## src/rtl/boxhead_fb_pkg.sv

```systemverilog
// Shared definitions for the frame write buffer.
//   FB_ADDR_W  : SRAM word address width (1M words)
//   FB_DATA_W  : SRAM word width
//   FB_COORD_W : pixel-word column/row width
//   fb_entry_t : one queued write {x, y, data}
//   fb_state_t : drain FSM states
//   fb_addr()  : builds the SRAM address for an entry in a given frame half
package boxhead_fb_pkg;

  localparam int FB_ADDR_W  = 20;
  localparam int FB_DATA_W  = 16;
  localparam int FB_COORD_W = 10;

  typedef struct packed {
    logic [FB_COORD_W-1:0] x;
    logic [FB_COORD_W-1:0] y;
    logic [FB_DATA_W-1:0]  data;
  } fb_entry_t;

  typedef enum logic [1:0] {
    IDLE  = 2'd0,
    REQ   = 2'd1,
    WRITE = 2'd2
  } fb_state_t;

  // Address layout: {frame half, row[8:0], column[9:0]}. Rows are below 512,
  // so row bit 9 never reaches the address.
  function automatic logic [FB_ADDR_W-1:0] fb_addr(input logic half,
                                                   input fb_entry_t e);
    return {half, e.y[8:0], e.x};
  endfunction

endpackage

```

## src/rtl/fb_sync_fifo.sv

```systemverilog
// Single-clock FIFO used as the frame write queue.
//   clk, reset_n : clock, asynchronous active-low reset (resets to empty)
//   push, din    : write din when not full, or when a pop frees the slot
//   pop          : discard head when not empty
//   full, empty  : status from pointers carrying an extra wrap bit
//   head         : current head entry (valid while !empty)
//   level        : number of stored entries
// Storage is not reset; only the pointers define what is valid.
module fb_sync_fifo #(
  parameter int WIDTH = 36,
  parameter int DEPTH = 16
) (
  input  logic                     clk,
  input  logic                     reset_n,
  input  logic                     push,
  input  logic                     pop,
  input  logic [WIDTH-1:0]         din,
  output logic                     full,
  output logic                     empty,
  output logic [WIDTH-1:0]         head,
  output logic [$clog2(DEPTH):0]   level
);

  localparam int AW = $clog2(DEPTH);

  logic [WIDTH-1:0] r_mem [DEPTH];
  logic [AW:0]      r_wr_ptr;
  logic [AW:0]      r_rd_ptr;
  logic             w_do_push;
  logic             w_do_pop;

  assign empty = (r_wr_ptr == r_rd_ptr);
  assign full  = (r_wr_ptr[AW] != r_rd_ptr[AW]) &&
                 (r_wr_ptr[AW-1:0] == r_rd_ptr[AW-1:0]);
  assign level = r_wr_ptr - r_rd_ptr;
  assign head  = r_mem[r_rd_ptr[AW-1:0]];

  assign w_do_pop  = pop && !empty;
  // On a full queue the popped slot is the one being written, so a same-cycle
  // push is safe: the head is consumed at the same edge it is overwritten.
  assign w_do_push = push && (!full || w_do_pop);

  always_ff @(posedge clk) begin
    if (w_do_push) r_mem[r_wr_ptr[AW-1:0]] <= din;
  end

  always_ff @(posedge clk or negedge reset_n) begin
    if (!reset_n) begin
      r_wr_ptr <= '0;
      r_rd_ptr <= '0;
    end else begin
      if (w_do_push) r_wr_ptr <= r_wr_ptr + 1'b1;
      if (w_do_pop)  r_rd_ptr <= r_rd_ptr + 1'b1;
    end
  end

endmodule

```

## src/rtl/frame_write_buffer.sv

```systemverilog
// Frame write buffer: queues pixel-word writes from the copy engine and drains
// them into the back half of the double-buffered SRAM frame store through a
// req/gnt arbiter port. Owns current_frame and flips it at vsync once the
// engine is done and the queue is empty.
// Ports:
//   clk, reset_n        : clock, asynchronous active-low reset
//   program_write/x/y/data : 1-cycle write strobe with coordinates and word
//   engine_done, vsync_pulse : flip request inputs
//   current_frame, flip_done : displayed frame, 1-cycle pulse on toggle
//   overflow            : sticky, a write was dropped on a full queue
//   sram_req/gnt/addr/wdata/we : SRAM arbiter port
//   dbg_state           : drain FSM state for observation
// Build option: FB_TRANSPARENT_SKIP_EN -- when defined, in-range words with
// data 16'h0000 are accepted but never queued or written.
//
// Handshake: sram_req is held from REQ through WRITE. sram_gnt is sampled only
// in REQ; once granted, the port is owned for the whole WE_CYCLES strobe and
// gnt is ignored until the FSM returns to REQ or IDLE.
module frame_write_buffer
  import boxhead_fb_pkg::*;
#(
  parameter int FIFO_DEPTH = 16,
  parameter int WE_CYCLES  = 2,
  parameter int X_MAX      = 640,
  parameter int Y_MAX      = 480
) (
  input  logic                  clk,
  input  logic                  reset_n,
  input  logic                  program_write,
  input  logic [FB_COORD_W-1:0] program_x,
  input  logic [FB_COORD_W-1:0] program_y,
  input  logic [FB_DATA_W-1:0]  program_data,
  input  logic                  engine_done,
  input  logic                  vsync_pulse,
  output logic                  current_frame,
  output logic                  flip_done,
  output logic                  overflow,
  output logic                  sram_req,
  input  logic                  sram_gnt,
  output logic [FB_ADDR_W-1:0]  sram_addr,
  output logic [FB_DATA_W-1:0]  sram_wdata,
  output logic                  sram_we,
  output fb_state_t             dbg_state
);

  localparam int CNT_W = (WE_CYCLES > 1) ? $clog2(WE_CYCLES) : 1;
  localparam int LW    = $clog2(FIFO_DEPTH) + 1;

  fb_state_t            r_state;
  logic [CNT_W-1:0]     r_we_cnt;
  logic                 r_cf;
  logic                 r_flip_done;
  logic                 r_flip_pending;
  logic                 r_overflow;
  logic                 r_sram_req;
  logic                 r_sram_we;
  logic [FB_ADDR_W-1:0] r_sram_addr;
  logic [FB_DATA_W-1:0] r_sram_wdata;

  logic                 w_in_range;
  logic                 w_skip;
  logic                 w_full;
  logic                 w_empty;
  logic                 w_push_ok;
  logic                 w_pop;
  logic                 w_last_we;
  logic                 w_more;
  logic                 w_overflow_set;
  logic [LW-1:0]        w_level;
  fb_entry_t            w_head;
  fb_entry_t            w_new;
  logic [$bits(fb_entry_t)-1:0] w_head_bits;

  assign w_in_range = (32'(program_x) < X_MAX) && (32'(program_y) < Y_MAX);

`ifdef FB_TRANSPARENT_SKIP_EN
  assign w_skip = (program_data == '0);
`else
  assign w_skip = 1'b0;
`endif

  assign w_last_we = (r_state == WRITE) && (r_we_cnt == CNT_W'(WE_CYCLES - 1));
  assign w_pop     = w_last_we;

  // A pop in the same cycle frees a slot, so a full queue still takes the push.
  assign w_push_ok      = program_write && w_in_range && !w_skip && (!w_full || w_pop);
  assign w_overflow_set = program_write && w_in_range && !w_skip && w_full && !w_pop;

  // Queue still holds work after this cycle's pop.
  assign w_more = (w_level > LW'(1)) || w_push_ok;

  assign w_new  = '{x: program_x, y: program_y, data: program_data};
  assign w_head = fb_entry_t'(w_head_bits);

  fb_sync_fifo #(
    .WIDTH ($bits(fb_entry_t)),
    .DEPTH (FIFO_DEPTH)
  ) u_fifo (
    .clk     (clk),
    .reset_n (reset_n),
    .push    (w_push_ok),
    .pop     (w_pop),
    .din     (w_new),
    .full    (w_full),
    .empty   (w_empty),
    .head    (w_head_bits),
    .level   (w_level)
  );

  always_ff @(posedge clk or negedge reset_n) begin
    if (!reset_n) begin
      r_state        <= IDLE;
      r_we_cnt       <= '0;
      r_cf           <= 1'b0;
      r_flip_done    <= 1'b0;
      r_flip_pending <= 1'b0;
      r_overflow     <= 1'b0;
      r_sram_req     <= 1'b0;
      r_sram_we      <= 1'b0;
      r_sram_addr    <= '0;
      r_sram_wdata   <= '0;
    end else begin
      r_flip_done <= 1'b0;
      if (w_overflow_set)             r_overflow     <= 1'b1;
      if (vsync_pulse && engine_done) r_flip_pending <= 1'b1;

      case (r_state)
        IDLE: begin
          // A push arriving now beats a pending flip; the flip waits for the
          // queue to drain again.
          if (w_push_ok || !w_empty) begin
            r_state    <= REQ;
            r_sram_req <= 1'b1;
          end else if (r_flip_pending) begin
            r_cf           <= ~r_cf;
            r_flip_done    <= 1'b1;
            r_flip_pending <= 1'b0;
            r_overflow     <= 1'b0;
          end
        end
        REQ: begin
          if (sram_gnt) begin
            r_state      <= WRITE;
            r_sram_we    <= 1'b1;
            r_we_cnt     <= '0;
            r_sram_addr  <= fb_addr(~r_cf, w_head);
            r_sram_wdata <= w_head.data;
          end
        end
        WRITE: begin
          if (w_last_we) begin
            r_sram_we <= 1'b0;
            if (w_more) begin
              r_state <= REQ;
            end else begin
              r_state    <= IDLE;
              r_sram_req <= 1'b0;
            end
          end else begin
            r_we_cnt <= r_we_cnt + 1'b1;
          end
        end
        default: begin
          r_state    <= IDLE;
          r_sram_req <= 1'b0;
          r_sram_we  <= 1'b0;
        end
      endcase
    end
  end

  assign current_frame = r_cf;
  assign flip_done     = r_flip_done;
  assign overflow      = r_overflow;
  assign sram_req      = r_sram_req;
  assign sram_we       = r_sram_we;
  assign sram_addr     = r_sram_addr;
  assign sram_wdata    = r_sram_wdata;
  assign dbg_state     = r_state;

endmodule

```

## config.mk

```make
export PLATFORM = sky130hd
export DESIGN_NAME = frame_write_buffer
export DESIGN_NICKNAME = d
export VERILOG_FILES = /design/src/rtl/boxhead_fb_pkg.sv /design/src/rtl/fb_sync_fifo.sv /design/src/rtl/frame_write_buffer.sv
export SDC_FILE = /design/constraint.sdc
export NUM_CORES = 1
export LEC_CHECK = 0
export ABC_AREA = 1
export CELL_PAD_IN_SITES_DETAIL_PLACEMENT = 1
export CELL_PAD_IN_SITES_GLOBAL_PLACEMENT = 2
export CORE_ASPECT_RATIO = 0.8
export CORE_MARGIN = 2
export CORE_UTILIZATION = 45
export CTS_CLUSTER_SIZE = 10
export DETAILED_ROUTE_END_ITERATION = 6
export PLACE_DENSITY_LB_ADDON = 0.1
export SLEW_MARGIN = 30
export SYNTH_ARGS = -nofsm -noshare
export SYNTH_HDL_FRONTEND = slang
export SYNTH_SLANG_ARGS = --single-unit
export TNS_END_PERCENT = 30
```

## constraint.sdc

```tcl
create_clock -name clk -period 11.1 [get_ports clk]
set_input_delay 2.22 -clock clk [delete_from_list [all_inputs] [get_ports clk]]
set_output_delay 2.22 -clock clk [all_outputs]
set_load 0.02 [all_outputs]
```

==> metrics.cfg <==
[power]
swShare=0.355
internal_power_uw=4720
p_seq_frac=0.391
peakVddDrop_mv=0.172
power_density_mw_per_mm2=259
combPwrFrac=0.311
p_switching_uw=2600
p_total_uw=7320
p_clk_frac=0.298
leakagePower_uw=0.00964

[finish]
antenna_cells=0
area_growth_syn_to_layout_pct=14.8
finalNonFillerCells=2800
fin_util=0.525
nets=2094
drive_gt1_frac=0.0848

[synthesis]
syn_nets=2023
netlist.top_cell.by_area=edfxtp_1
synth-edff-count=560
synthXorXnorAreaFrac=0.00319
synth_top_family_by_area=simple AND/OR/NAND/NOR gates
yosysWarnings=0
seq_area_frac_synth=0.737
ys_top_cells_by_area=edfxtp_1, nor2_1, dfrtp_1, o21ai_0, nand2_1
synth_fa_ha_area_frac=0.00537
synth_cells=1971
synth_flop_cell=edfxtp_1
synth_top_area_share=0.681
synth_area_sq_mm=0.0247
synthMuxAreaShare=0
synth_async_sr_flop_share=0.0894
ys_seq_elements=615
synth-simple-area-share=0.113
synth.distinct_cells=30
avgSynthCellArea_sq_um=12.5
synth_compound_area_frac=0.105

[clock_tree]
cts_tree=built
post_cts_resized=0
clock-root-buffer=clkbuf_16
cts_inserted_buffers=72
htree_levels=3
cts_setup_buffers=0
cts_sinks=615
cts_max_path_buffers=3
clk_latency_ns=0.61
postCtsHoldBufs=0
clk_transition_reported_paths_ns=0.05

[global_routing]
grt_pass1_vias=16300
gr-total-overflow=0
antenna_found_initial=1
grt_usage=0.245
grt_pass1_wl_um=103000
grt_start_max_net_pins=193

[timing]
fin_crit_ns=5.10
fmax_mhz=196
rsz0062_at_grt=false
skew_ns=0.0209
slew_headroom=0.355
finalCritPeriodShare=0.460
whs_ns=0.488
worst_pin_slew_ns=0.964
final-max-slew-violation-count=0
setup_viol=0
tns_ns=0
hold_violations=0

[detailed_routing]
detail_route.wl_per_cell_um=24.3
drt-total-wl_um=68100
vias_per_cell=5.66
dr.pass1.iters=5
drtIter0Drc=1219
vias=15900
drc=0
final_antenna_net_count=0

[floorplan]
num_rows=76
core_sq_mm=0.0540
die-height_um=213
start_util=0.457
pin_count=85
dieArea_sq_mm=0.0568
fp.dieW_um=266

[worst_setup_path]
crit_fanout=20
crit_required_ns=11.35
end_kind=flop
r2r-start=u_fifo.r_rd_ptr[1]
crit_arrival_ns=5.35
cp-startpoint=program_y[5]
path_class=in2reg
crit_path_start_kind=input port

[placed_design]
io_buffers=84
place_congestion=0.765
place_inst=2670
dpl.hpwl_um=37300

[hold_path]
hold_class=reg2reg
hold_start=sram_addr[19]

[flow_run]
drv_cap=0

[outcome]
outcome=completed

[cell usage after synthesis, types with 2 or more instances]
cell       number
nand3_1        50
xor2_1          8
nor2_1        450
clkbuf_1       45
dfrtp_1        55
inv_1          62
o211ai_1       70
o21ai_1       101
ha_1            9
a2bb2oi_1      21
buf_4          18
buf_6          13
o22ai_1        14
buf_1           6
o21ai_0       201
nand2_2         2
buf_2          35
nand2_1       156
or2_2          37
a21boi_1       14
a21oi_1        35
nor3_1          2
edfxtp_1      560
[final timing paths]
| kind | depth (start not counted) | endpoint | slack (ns) |
|---|---|---|---|
| worst min-delay path | 2 | sram_addr[19] | 0.49 |
| max in group asynchronous | 1 | u_fifo.r_rd_ptr[1] | 8.96 |
| min in group asynchronous | 1 | sram_we | 1.64 |
| worst max register to register | 11 | u_fifo.r_mem[2][4] | 6.81 |
| worst min register to register | 2 | sram_addr[19] | 0.49 |
| worst max-delay path | 9 | u_fifo.r_mem[2][4] | 6.00 |
[flip-flops by register name, summed over array words and instances, names as in the netlist, 2 cells and up]
signal	cells
dbg_state	2
sram_addr	20
sram_wdata	16
u_fifo.r_mem	560
u_fifo.r_rd_ptr	5
u_fifo.r_wr_ptr	5
[cells by family after synthesis]
group / Yosys count
buf+inv: 181
flops: 615
fa+ha+maj: 10
compound gates: 457
xor+xnor: 9
simple gates: 699
[through the flow]
step                cell area (sq um)  setup WS (ns)
finish                          28300           6.00
global route                    28300           5.89
CTS                             28300           6.03
detailed placement              26200           5.42
global placement                26100           5.47
floorplan                       24700           6.25
[critical path, cell delays in order]
cell	delay [ns]
clkdlybuf4s50_1	0.81
nand2_1	0.37
nor2_1	0.10
nor2_1	0.14
nand2_2	0.14
inv_1	0.20
nand2_1	0.30
nor2_4	0.56
buf_4	0.48
[layer usage]
layer | vias up | wire length, um | track usage
met3 | 89 | 3660 | 0.0417
li1 | 7156 | - | -
met1 | 8190 | 32300 | 0.364
met5 | - | 8 | 0
met4 | 2 | 1140 | 0.0537
met2 | 417 | 31000 | 0.381
[final cells by class]
class                   count  area [sq um]
repair buffers            114          1120
multi-input cells        1175          5740
clock inverters             4          30.0
clock buffers             126          2120
flip-flops and latches    615         18200
fillers                  5429         25700
inverters                  64           245
well taps                 702           878
[power by group through the flow]
stage | Clock [uW] | Sequential, uW | Combinational [uW]
2_1_floorplan | 0 | 2890 | 1490
3_3_place_gp | 0 | 2900 | 2230
3_5_place_dp | 0 | 2910 | 2300
4_1_cts | 2230 | 2860 | 2310
5_1_grt | 2320 | 2880 | 2540
6_report | 2180 | 2860 | 2280
[layout by cell type (no fill, tap or decap), types with 37 or more instances in the layout]
master and instances:
clkbuf_16 77, o21ai_0 201, clkbuf_1 48, clkdlybuf4s50_1 83
o21ai_1 101, nor2_1 433, nand2_1 155, or2_2 37
dfrtp_1 52, nand3_1 50, edfxtp_1 560, o211ai_1 70
inv_1 60
Note: power is estimated with default switching activity, not from simulation.
